<file path="src/rtl/su_pkg.sv">
// Shared store-unit definitions: store type codes, the AdES exception code, and the
// byte-enable / lane-replication formatter used at store acceptance.
package su_pkg;

  typedef enum logic [1:0] {
    ST_SW  = 2'b00,
    ST_SH  = 2'b01,
    ST_SB  = 2'b10,
    ST_RSV = 2'b11
  } st_type_e;

  localparam logic [4:0] EXC_ADES = 5'd5;

  typedef struct packed {
    logic [3:0]  be;
    logic [31:0] wdata;
  } st_fmt_t;

  // Byte enables and lane-replicated write data for a right-justified store operand.
  function automatic st_fmt_t format_store(input logic [1:0]  st_type,
                                           input logic [1:0]  k,
                                           input logic [31:0] data);
    st_fmt_t f;
    f.be    = 4'b0000;
    f.wdata = 32'h0000_0000;
    case (st_type_e'(st_type))
      ST_SW: begin
        f.be    = 4'b1111;
        f.wdata = data;
      end
      ST_SH: begin
        f.be    = k[1] ? 4'b1100 : 4'b0011;
        f.wdata = {2{data[15:0]}};
      end
      ST_SB: begin
        f.be    = 4'b0001 << k;
        f.wdata = {4{data[7:0]}};
      end
      default: begin
        f.be    = 4'b0000;
        f.wdata = 32'h0000_0000;
      end
    endcase
    return f;
  endfunction

endpackage

</file>
<file path="src/rtl/su_fifo.sv">
// Store queue: DEPTH-entry FIFO with registered pointers and occupancy count.
// No bypass: a pop in the same cycle never frees a slot for a push.
module su_fifo #(
  parameter int  DEPTH = 2,
  parameter int  W     = 66,
  localparam int PW    = $clog2(DEPTH),
  localparam int CW    = PW + 1
) (
  input  logic          clk,
  input  logic          reset_n,
  input  logic          push,
  input  logic [W-1:0]  push_data,
  input  logic          pop,
  output logic [W-1:0]  head_data,
  output logic          full,
  output logic          empty,
  output logic [CW-1:0] count
);

  logic [W-1:0]  mem_r [DEPTH];
  logic [PW-1:0] wr_ptr_r;
  logic [PW-1:0] rd_ptr_r;
  logic [CW-1:0] count_r;
  logic          full_s;
  logic          empty_s;
  logic          push_ok_s;
  logic          pop_ok_s;

  assign full_s    = (count_r == CW'(DEPTH));
  assign empty_s   = (count_r == {CW{1'b0}});
  assign push_ok_s = push && !full_s;
  assign pop_ok_s  = pop && !empty_s;

  // Queue storage, pointers and occupancy; reset drops every entry.
  always_ff @(posedge clk or negedge reset_n) begin
    if (!reset_n) begin
      for (int i = 0; i < DEPTH; i++) begin
        mem_r[i] <= {W{1'b0}};
      end
      wr_ptr_r <= {PW{1'b0}};
      rd_ptr_r <= {PW{1'b0}};
      count_r  <= {CW{1'b0}};
    end else begin
      if (push_ok_s) begin
        mem_r[wr_ptr_r] <= push_data;
        wr_ptr_r        <= wr_ptr_r + 1'b1;
      end
      if (pop_ok_s) begin
        rd_ptr_r <= rd_ptr_r + 1'b1;
      end
      case ({push_ok_s, pop_ok_s})
        2'b10:   count_r <= count_r + 1'b1;
        2'b01:   count_r <= count_r - 1'b1;
        default: count_r <= count_r;
      endcase
    end
  end

  assign head_data = mem_r[rd_ptr_r];
  assign full      = full_s;
  assign empty     = empty_s;
  assign count     = count_r;

endmodule

</file>
<file path="src/rtl/store_unit.sv">
// M-stage store formatter and store queue draining to the bridge over req/ack.
// Optional misaligned-store exception (AdES) enabled by defining SU_ALIGN_CHECK_EN.
module store_unit
  import su_pkg::*;
#(
  parameter int DEPTH = 2,
  parameter int AW    = 32
) (
  input  logic          clk,
  input  logic          reset_n,
  input  logic          st_valid,
  output logic          st_ready,
  input  logic [1:0]    st_type,
  input  logic [AW-1:0] st_addr,
  input  logic [31:0]   st_data,
  output logic          st_exc,
  output logic [4:0]    st_exccode,
  output logic          bus_req,
  input  logic          bus_ack,
  output logic [AW-1:0] bus_addr,
  output logic [31:0]   bus_wdata,
  output logic [3:0]    bus_be,
  output logic          sq_empty
);

  localparam int CW = $clog2(DEPTH) + 1;
  localparam int EW = (AW - 2) + 4 + 32;

  st_fmt_t       fmt_s;
  logic          legal_s;
  logic          accept_s;
  logic          push_s;
  logic          pop_s;
  logic          full_s;
  logic          empty_s;
  logic [CW-1:0] count_s;
  logic [EW-1:0] entry_s;
  logic [EW-1:0] head_s;

  // Formatting of the presented store; reserved types are accepted but never queued.
  always_comb begin
    fmt_s   = format_store(st_type, st_addr[1:0], st_data);
    legal_s = (st_type_e'(st_type) != ST_RSV);
    entry_s = {st_addr[AW-1:2], fmt_s.be, fmt_s.wdata};
  end

  assign accept_s = st_valid && !full_s;
  assign pop_s    = !empty_s && bus_ack;

`ifdef SU_ALIGN_CHECK_EN
  logic       misalign_s;
  logic       exc_r;
  logic [4:0] exccode_r;

  // Misalignment: SW needs a word address, SH a halfword address.
  always_comb begin
    case (st_type_e'(st_type))
      ST_SW:   misalign_s = (st_addr[1:0] != 2'b00);
      ST_SH:   misalign_s = st_addr[0];
      default: misalign_s = 1'b0;
    endcase
  end

  assign push_s = accept_s && legal_s && !misalign_s;

  // One-cycle AdES pulse following acceptance of a misaligned store.
  always_ff @(posedge clk or negedge reset_n) begin
    if (!reset_n) begin
      exc_r     <= 1'b0;
      exccode_r <= 5'd0;
    end else begin
      exc_r     <= accept_s && misalign_s;
      exccode_r <= (accept_s && misalign_s) ? EXC_ADES : 5'd0;
    end
  end

  assign st_exc     = exc_r;
  assign st_exccode = exccode_r;
`else
  assign push_s     = accept_s && legal_s;
  assign st_exc     = 1'b0;
  assign st_exccode = 5'd0;
`endif

  su_fifo #(
    .DEPTH (DEPTH),
    .W     (EW)
  ) u_fifo (
    .clk       (clk),
    .reset_n   (reset_n),
    .push      (push_s),
    .push_data (entry_s),
    .pop       (pop_s),
    .head_data (head_s),
    .full      (full_s),
    .empty     (empty_s),
    .count     (count_s)
  );

  assign st_ready  = !full_s;
  assign sq_empty  = (count_s == {CW{1'b0}});
  assign bus_req   = !empty_s;
  assign bus_addr  = empty_s ? {AW{1'b0}} : {head_s[EW-1:36], 2'b00};
  assign bus_be    = empty_s ? 4'b0000 : head_s[35:32];
  assign bus_wdata = empty_s ? 32'h0000_0000 : head_s[31:0];

endmodule

</file>
<file path="config.mk">
export PLATFORM = sky130hd
export DESIGN_NAME = store_unit
export DESIGN_NICKNAME = d
export VERILOG_FILES = /design/src/rtl/su_pkg.sv /design/src/rtl/su_fifo.sv /design/src/rtl/store_unit.sv
export SDC_FILE = /design/constraint.sdc
export NUM_CORES = 1
export LEC_CHECK = 0
export CAP_MARGIN = 25
export CORE_ASPECT_RATIO = 2
export CORE_MARGIN = 2
export CORE_UTILIZATION = 30
export DETAILED_ROUTE_END_ITERATION = 7
export REMOVE_ABC_BUFFERS = 1
export SKIP_LAST_GASP = 1
export SLEW_MARGIN = 25
export SYNTH_ARGS = -nofsm -noshare
export SYNTH_HDL_FRONTEND = slang
export SYNTH_SLANG_ARGS = --single-unit
export TNS_END_PERCENT = 50
</file>
<file path="constraint.sdc">
create_clock -name clk -period 1.8 [get_ports clk]
set_clock_uncertainty 0.15 [all_clocks]
set_input_delay 0.36 -clock clk [delete_from_list [all_inputs] [get_ports clk]]
set_output_delay 0.36 -clock clk [all_outputs]
set_load 0.01 [all_outputs]
</file>
After elaboration in Yosys (flattened, before gate mapping)
Index checks and enable logic that the tools add are counted.
{"block": "word_totals", "reg_bits": 136, "input_bits": 70, "elab_cells": 44}
{"block": "classes", "add_sub_neg": 4, "n_lt_le_gt_ge": 3, "n_eq_ne": 6, "n_shift": 1, "n_mux": 12, "n_bitwise": 2, "reduce_logical": 11}
{"operator": "two-way mux 66 bit", "count": 4}
{"operator": "bitwise mux 132 bit", "count": 1}
{"operator": "one-hot mux 36 bit (3 select lines)", "count": 1}
{"operator": "demux 66 bit (select 1 bit)", "count": 1}
{"operator": "two-way mux 32 bit", "count": 2}
{"operator": "two-way mux 4 bit", "count": 2}
{"operator": "equality test 2 bit, second input constant", "count": 3}
{"operator": "logical AND 1 bit", "count": 6}
{"operator": "equality test 2 x 1 -> 1 bit, second input constant", "count": 2}
{"operator": ">= comparator 2 bit, second input constant", "count": 2}
{"operator": "zero test 2 bit", "count": 2}
{"operator": "inverter 1 -> 2 bit", "count": 2}
{"operator": "one-hot mux 2 bit (2 select lines)", "count": 1}
{"operator": "<< shifter 1 x 2 -> 4 bit, first input constant", "count": 1}
{"operator": "adder 1 bit, second input constant", "count": 2}
{"operator": "adder 2 x 1 -> 2 bit, second input constant", "count": 1}
{"operator": "zero test 1 bit", "count": 2}
{"operator": "< comparator 2 x 1 -> 1 bit, second input constant", "count": 1}
{"operator": "inequality test 2 bit, second input constant", "count": 1}
{"operator": "nonzero test 2 bit", "count": 1}
{"operator": "subtractor 2 x 1 -> 2 bit, second input constant", "count": 1}

Logic depth before layout (Yosys ltp)
{"block": "depth", "depth_word": 7, "mapped_depth": 7, "depth_no_buf": 6}

Cells and area by module
From an unflattened synthesis, not the netlist that was laid out.
{"block": "unflattened", "hier_cells": 537, "area_unflattened_um2": 6972.9}
{"module": "su_fifo", "n_inst": 1, "cells_each": 369, "area_per_inst_um2": 5898.2}
{"module": "store_unit", "n_inst": 1, "cells_each": 168, "area_per_inst_um2": 1074.8}

Worst setup path after synthesis
Ideal clock, no wire load.
{"block": "synth_timing", "path_kind": "reg2out", "startpoint": "register u_fifo.count_r[1], in the netlist u_fifo.count[1]", "endpoint": "output port bus_wdata[22]", "t_arrival_ps": 1289, "slack_ps": 1, "stages_incl_launch_ff": 5, "path_buffers": 1, "cell_sequence": "dfrtp_1 or2_2 inv_1 clkbuf_1 nor2_1"}
{"block": "synth_via", "elab_chain_cells": 2}
{"item": "start: declaration", "line_no": "su_fifo.sv:23", "rtl": "logic [CW-1:0] count_r;"}
{"item": "start signal: assignment", "line_no": "su_fifo.sv:42", "rtl": "count_r <= {CW{1'b0}};"}
{"item": "start signal: assignment", "line_no": "su_fifo.sv:52", "rtl": "2'b10: count_r <= count_r + 1'b1;"}
{"item": "start signal: assignment", "line_no": "su_fifo.sv:53", "rtl": "2'b01: count_r <= count_r - 1'b1;"}
{"item": "zero test 2 bit"}
{"item": "net sq_empty", "line_no": "store_unit.sv:23", "rtl": "output logic sq_empty"}
{"item": "two-way mux 32 bit", "line_no": "store_unit.sv:105", "rtl": "assign bus_wdata = empty_s ? 32'h0000_0000 : head_s[31:0];"}
{"item": "end: declaration", "line_no": "store_unit.sv:21", "rtl": "output logic [31:0] bus_wdata,"}
The timed path passes the listed nets, and every way through them passes these cells.

Worst setup path in the final report
{"block": "layout_timing", "startpoint": "register u_fifo.rd_ptr_r", "endpoint": "output port bus_addr[23]"}
{"block": "layout_via", "elab_chain_cells": 5}
{"item": "start: declaration", "line_no": "su_fifo.sv:22", "rtl": "logic [PW-1:0] rd_ptr_r;"}
{"item": "start signal: assignment", "line_no": "su_fifo.sv:41", "rtl": "rd_ptr_r <= {PW{1'b0}};"}
{"item": "start signal: assignment", "line_no": "su_fifo.sv:49", "rtl": "rd_ptr_r <= rd_ptr_r + 1'b1;"}
{"item": "inverter 1 -> 2 bit (not written as such)", "line_no": "su_fifo.sv:59", "rtl": "assign head_data = mem_r[rd_ptr_r];"}
{"item": "two-way mux 66 bit (not written as such) (3 in a row)", "line_no": "su_fifo.sv:59"}
{"item": "two-way mux 32 bit", "line_no": "store_unit.sv:103", "rtl": "assign bus_addr = empty_s ? {AW{1'b0}} : {head_s[EW-1:36], 2'b00};"}
{"item": "end: declaration", "line_no": "store_unit.sv:20", "rtl": "output logic [AW-1:0] bus_addr,"}
Every way passes these cells. The select of a mux whose other input is x is not followed.

==> results by group <==
Yosys
  – Post-synth cell types: 29
  – Synth Area in Compound Gates: between 2 and 2.5%
  – Proportion of synthesized area in mux cells: between 30% and 40%
  – Register bit total from synthesis: around 140
  – Synth top area cells: dfrtp_1 49%, mux2_4 17%, mux2i_1 12%, mux2_2 8.4%, nor2_1 3.7%
  – Synth top cells by count: 136 x dfrtp_1, 82 x mux2i_1, 80 x mux2_4
  – Xor and xnor area share after synthesis: less than 1%
  – Area leader, netlist: dfrtp_1
  – Asr flop ratio synth: between 90% and 100%
  – Most common cell in the netlist: dfrtp_1
  – Yosys top cell area share: 48.8%
  – Largest family of logic cells by synthesized area: multiplexers
  – Yosys warns: 0
  – Part of the Yosys area used for sequential elements: slightly below 50%
  – Adder-cell share of the synthesized area: less than 1%
  – Post-synthesis simple-gate area fraction: ~6%
  – Average size of a mapped cell: ~13 sq um
  – Top FF cell, synth: dfrtp_1
  – EDFF count, synth: 0
  – Post-Synthesis Cell Area: approximately 0.0070 sq mm
  – Mapped Cells: 533

Power
  – PwrDens: roughly 2000 mW/mm^2
  – Peak VDD IR: 0.00108 V
  – Total power: around 20 mW
  – Leak: about 4.9 nW

Clocking
  – Clock sinks: around 140
  – CTS tree: yes
  – CTS buffer count: 17
  – Clock latency at the later pin of the worst-skew pair: 0.40 ns
  – Longest Clk Path Bufs: 2
  – Root Driver: clkbuf_16
  – CTS HTree Levels: 4
  – Clock Pin Slew Worst Setup and Hold Paths: roughly 0.06 ns

Floorplanning
  – IO Count: approximately 150
  – Die width: approximately 110 um
  – Core area: between 0.02 and 0.025 sq mm
  – Die height: roughly 220 um
  – Initial core utilization: 30.3%
  – Die ar.: ~0.025 sq mm
  – Rows: 79

Routing
  – Drt initial violations: a little over 200
  – Pre-antenna DRT Iters: 4
  – Routed WL per cell: about 17 um
  – Antenna-violating nets left: 0
  – Via density: between 4 and 5
  – Overall routed net length: between 15000 and 20000 um
  – DRC: 0
  – Vias: approximately 4700

Setup path
  – CP Class: reg -> out
  – R2r setup slk: -0.22 ns
  – RR Startpoint: u_fifo.count[0]$_DFFE_PN0P_
  – Max FO, Critical Path: 10
  – Req. time, crit path: 1.29 ns
  – Critical Path End: bus_addr[23]
  – Cells on worst reg2reg path: 9
  – Worst setup path start: u_fifo.rd_ptr_r$_DFFE_PN0P_
  – Crit. End Element: output port
  – Slowest CP cell: dfrtp_4
  – Crit-path cells: buf_12, buf_4, mux2i_4, nor2_4, buf_6
  – Worst EP arrival: 1.72 ns
  – CP Launch Type: register
  – Worst r2r dst: u_fifo.count[1]$_DFFE_PN0P_
  – Largest stage delay, worst path: ~0.56 ns

Status
  – Failing checks: setup timing
  – Status: finished with violations

STA
  – # setup viols final: 134
  – Fin crit period: around 2.2 ns
  – RSZ-0062 raised after global routing: true
  – Final WS setup: -0.432 ns
  – Final Cycle Share: 124%
  – Slew Viols, Final: 0
  – Fmax: approximately 0.45 GHz
  – Fin. Hold Viols: 0

Placement
  – Final HPWL DP: 11100 um
  – I/O Buffers: about 140
  – # placed instances: between 900 and 1000
  – DP Area: 0.00884 sq mm
  – RePlAce Congestion: between 0.7 and 0.8

GRT
  – Initial antenna violation count: 0
  – Largest net degree at the start of global routing: 40
  – Total GRT Usage: about 14%
  – First-pass GRT wire length: roughly 28000 um
  – Gr ovfl total: 0
  – Vias in the first global route: roughly 5000

Final layout
  – Antenna cells: 0
  – Share of layout cells above drive strength 1: between 40% and 50%
  – Final instance area: approximately 0.010 sq mm
  – Post-layout util: between 40% and 50%
  – Fillers: approximately 2100
  – Fin cells: 1026
  – Layout Nets: roughly 800
  – Area Overhead vs Synth: 44.5%
  – Multi-input gate area: about 0.0035 sq mm
  – FF/Latch Area: ~0.0034 sq mm

Worst hold path
  – Hold WC Path Type: in -> async

Job
  – Max_cap viols: 0
stage by stage:
step                setup WS, ns  setup TNS (ns)  hold slack [ns]
floorplan                  -1.43         -280.30          -0.0856
global placement          -0.395          -65.59            0.135
detailed placement        -0.419          -68.91            0.142
CTS                       -0.468          -25.40            0.272
global route              -0.515          -35.33            0.302
finish                    -0.432          -26.49            0.280
critical path: cells and delay by family (launching register included):
kind,cells,cell delay (ns)
buf+inv,3,0.45
flops,1,0.56
mux,1,0.18
simple gates,1,0.13
what timing repair did:
action / 4_1_cts / 5_1_grt
setup buffers: 25 / 15
resized for setup: 315 / 37
hold buffers: 1 / 0
pin swaps: 24 / 7
endpoints found under the hold margin: 31 / 0
setup endpoints to repair: 160 / 93
gates cloned: 8 / 0
cell families after synthesis:
kind of cell,count (synthesis)
adder cells (fa/ha/maj),1
multiplexers,214
AO/OA/AOI/OAI,29
flip-flops,136
buffers and inverters,55
other,1
XOR/XNOR,5
AND/OR/NAND/NOR,92
placed cells by master (no fill, tap or decap), types with 9 or more instances in the layout:
| master | netlist | layout |
|---|---|---|
| mux2_2 | 52 | 52 |
| buf_6 | 10 | 17 |
| nor2_1 | 68 | 53 |
| o21ai_0 | 25 | 25 |
| buf_2 | 19 | 58 |
| clkbuf_16 | 0 | 17 |
| clkdlybuf4s50_1 | 0 | 67 |
| inv_1 | 10 | 9 |
| dfrtp_1 | 136 | 135 |
| mux2_4 | 80 | 80 |
| buf_12 | 0 | 22 |
| buf_4 | 8 | 34 |
| mux2i_1 | 82 | 69 |
cell type report:
class / count / share of cell area (%)
Multi-Input combinational cell: 349 / 34.6
Sequential cell: 136 / 33.8
Timing Repair Buffer: 216 / 21.7
Clock buffer: 18 / 4.26
Tap cell: 283 / 3.51
Clock inverter: 14 / 1.71
Inverter: 10 / 0.447
registers in the layout, summed over array words and instances (netlist names):
name	cells
u_fifo.mem_r	132
u_fifo.count	2
u_fifo.rd_ptr_r	1
u_fifo.wr_ptr_r	1
power breakdown:
part / leakage (nW) / internal [mW] / switching, mW / total (mW)
logic: 2.97 / 6.31 / 4.36 / 10.7
clock network: 0.291 / 2.19 / 1.34 / 3.53
registers: 1.63 / 4.61 / 0.975 / 5.58
worst min-delay path by stage:
| stage | startpoint | endpoint | depth (start not counted) |
|---|---|---|---|
| after detailed placement | reset_n | u_fifo.mem_r[58]$_DFFE_PN0P_ | 1 |
| after floorplan | reset_n | u_fifo.count[0]$_DFFE_PN0P_ | 0 |
| final | reset_n | u_fifo.mem_r[56]$_DFFE_PN0P_ | 2 |
| after CTS | reset_n | u_fifo.mem_r[58]$_DFFE_PN0P_ | 2 |
| after global placement | reset_n | u_fifo.mem_r[56]$_DFFE_PN0P_ | 1 |
| after global routing | reset_n | u_fifo.mem_r[56]$_DFFE_PN0P_ | 2 |
routing by layer:
metal / GRT usage (%) / routed length [um] / vias to the layer above / share of wire, %
met1: 19.5 / 8110 / 2341 / 46
met3: 3.85 / 1030 / 13 / 5.8
met4: 3.25 / 171 / 0 / 0.97
li1: - / - / 2237 / -
met2: 23.1 / 8300 / 143 / 47
met5: 0 / 0 / - / 0
Power figures use the tool's default switching activity.
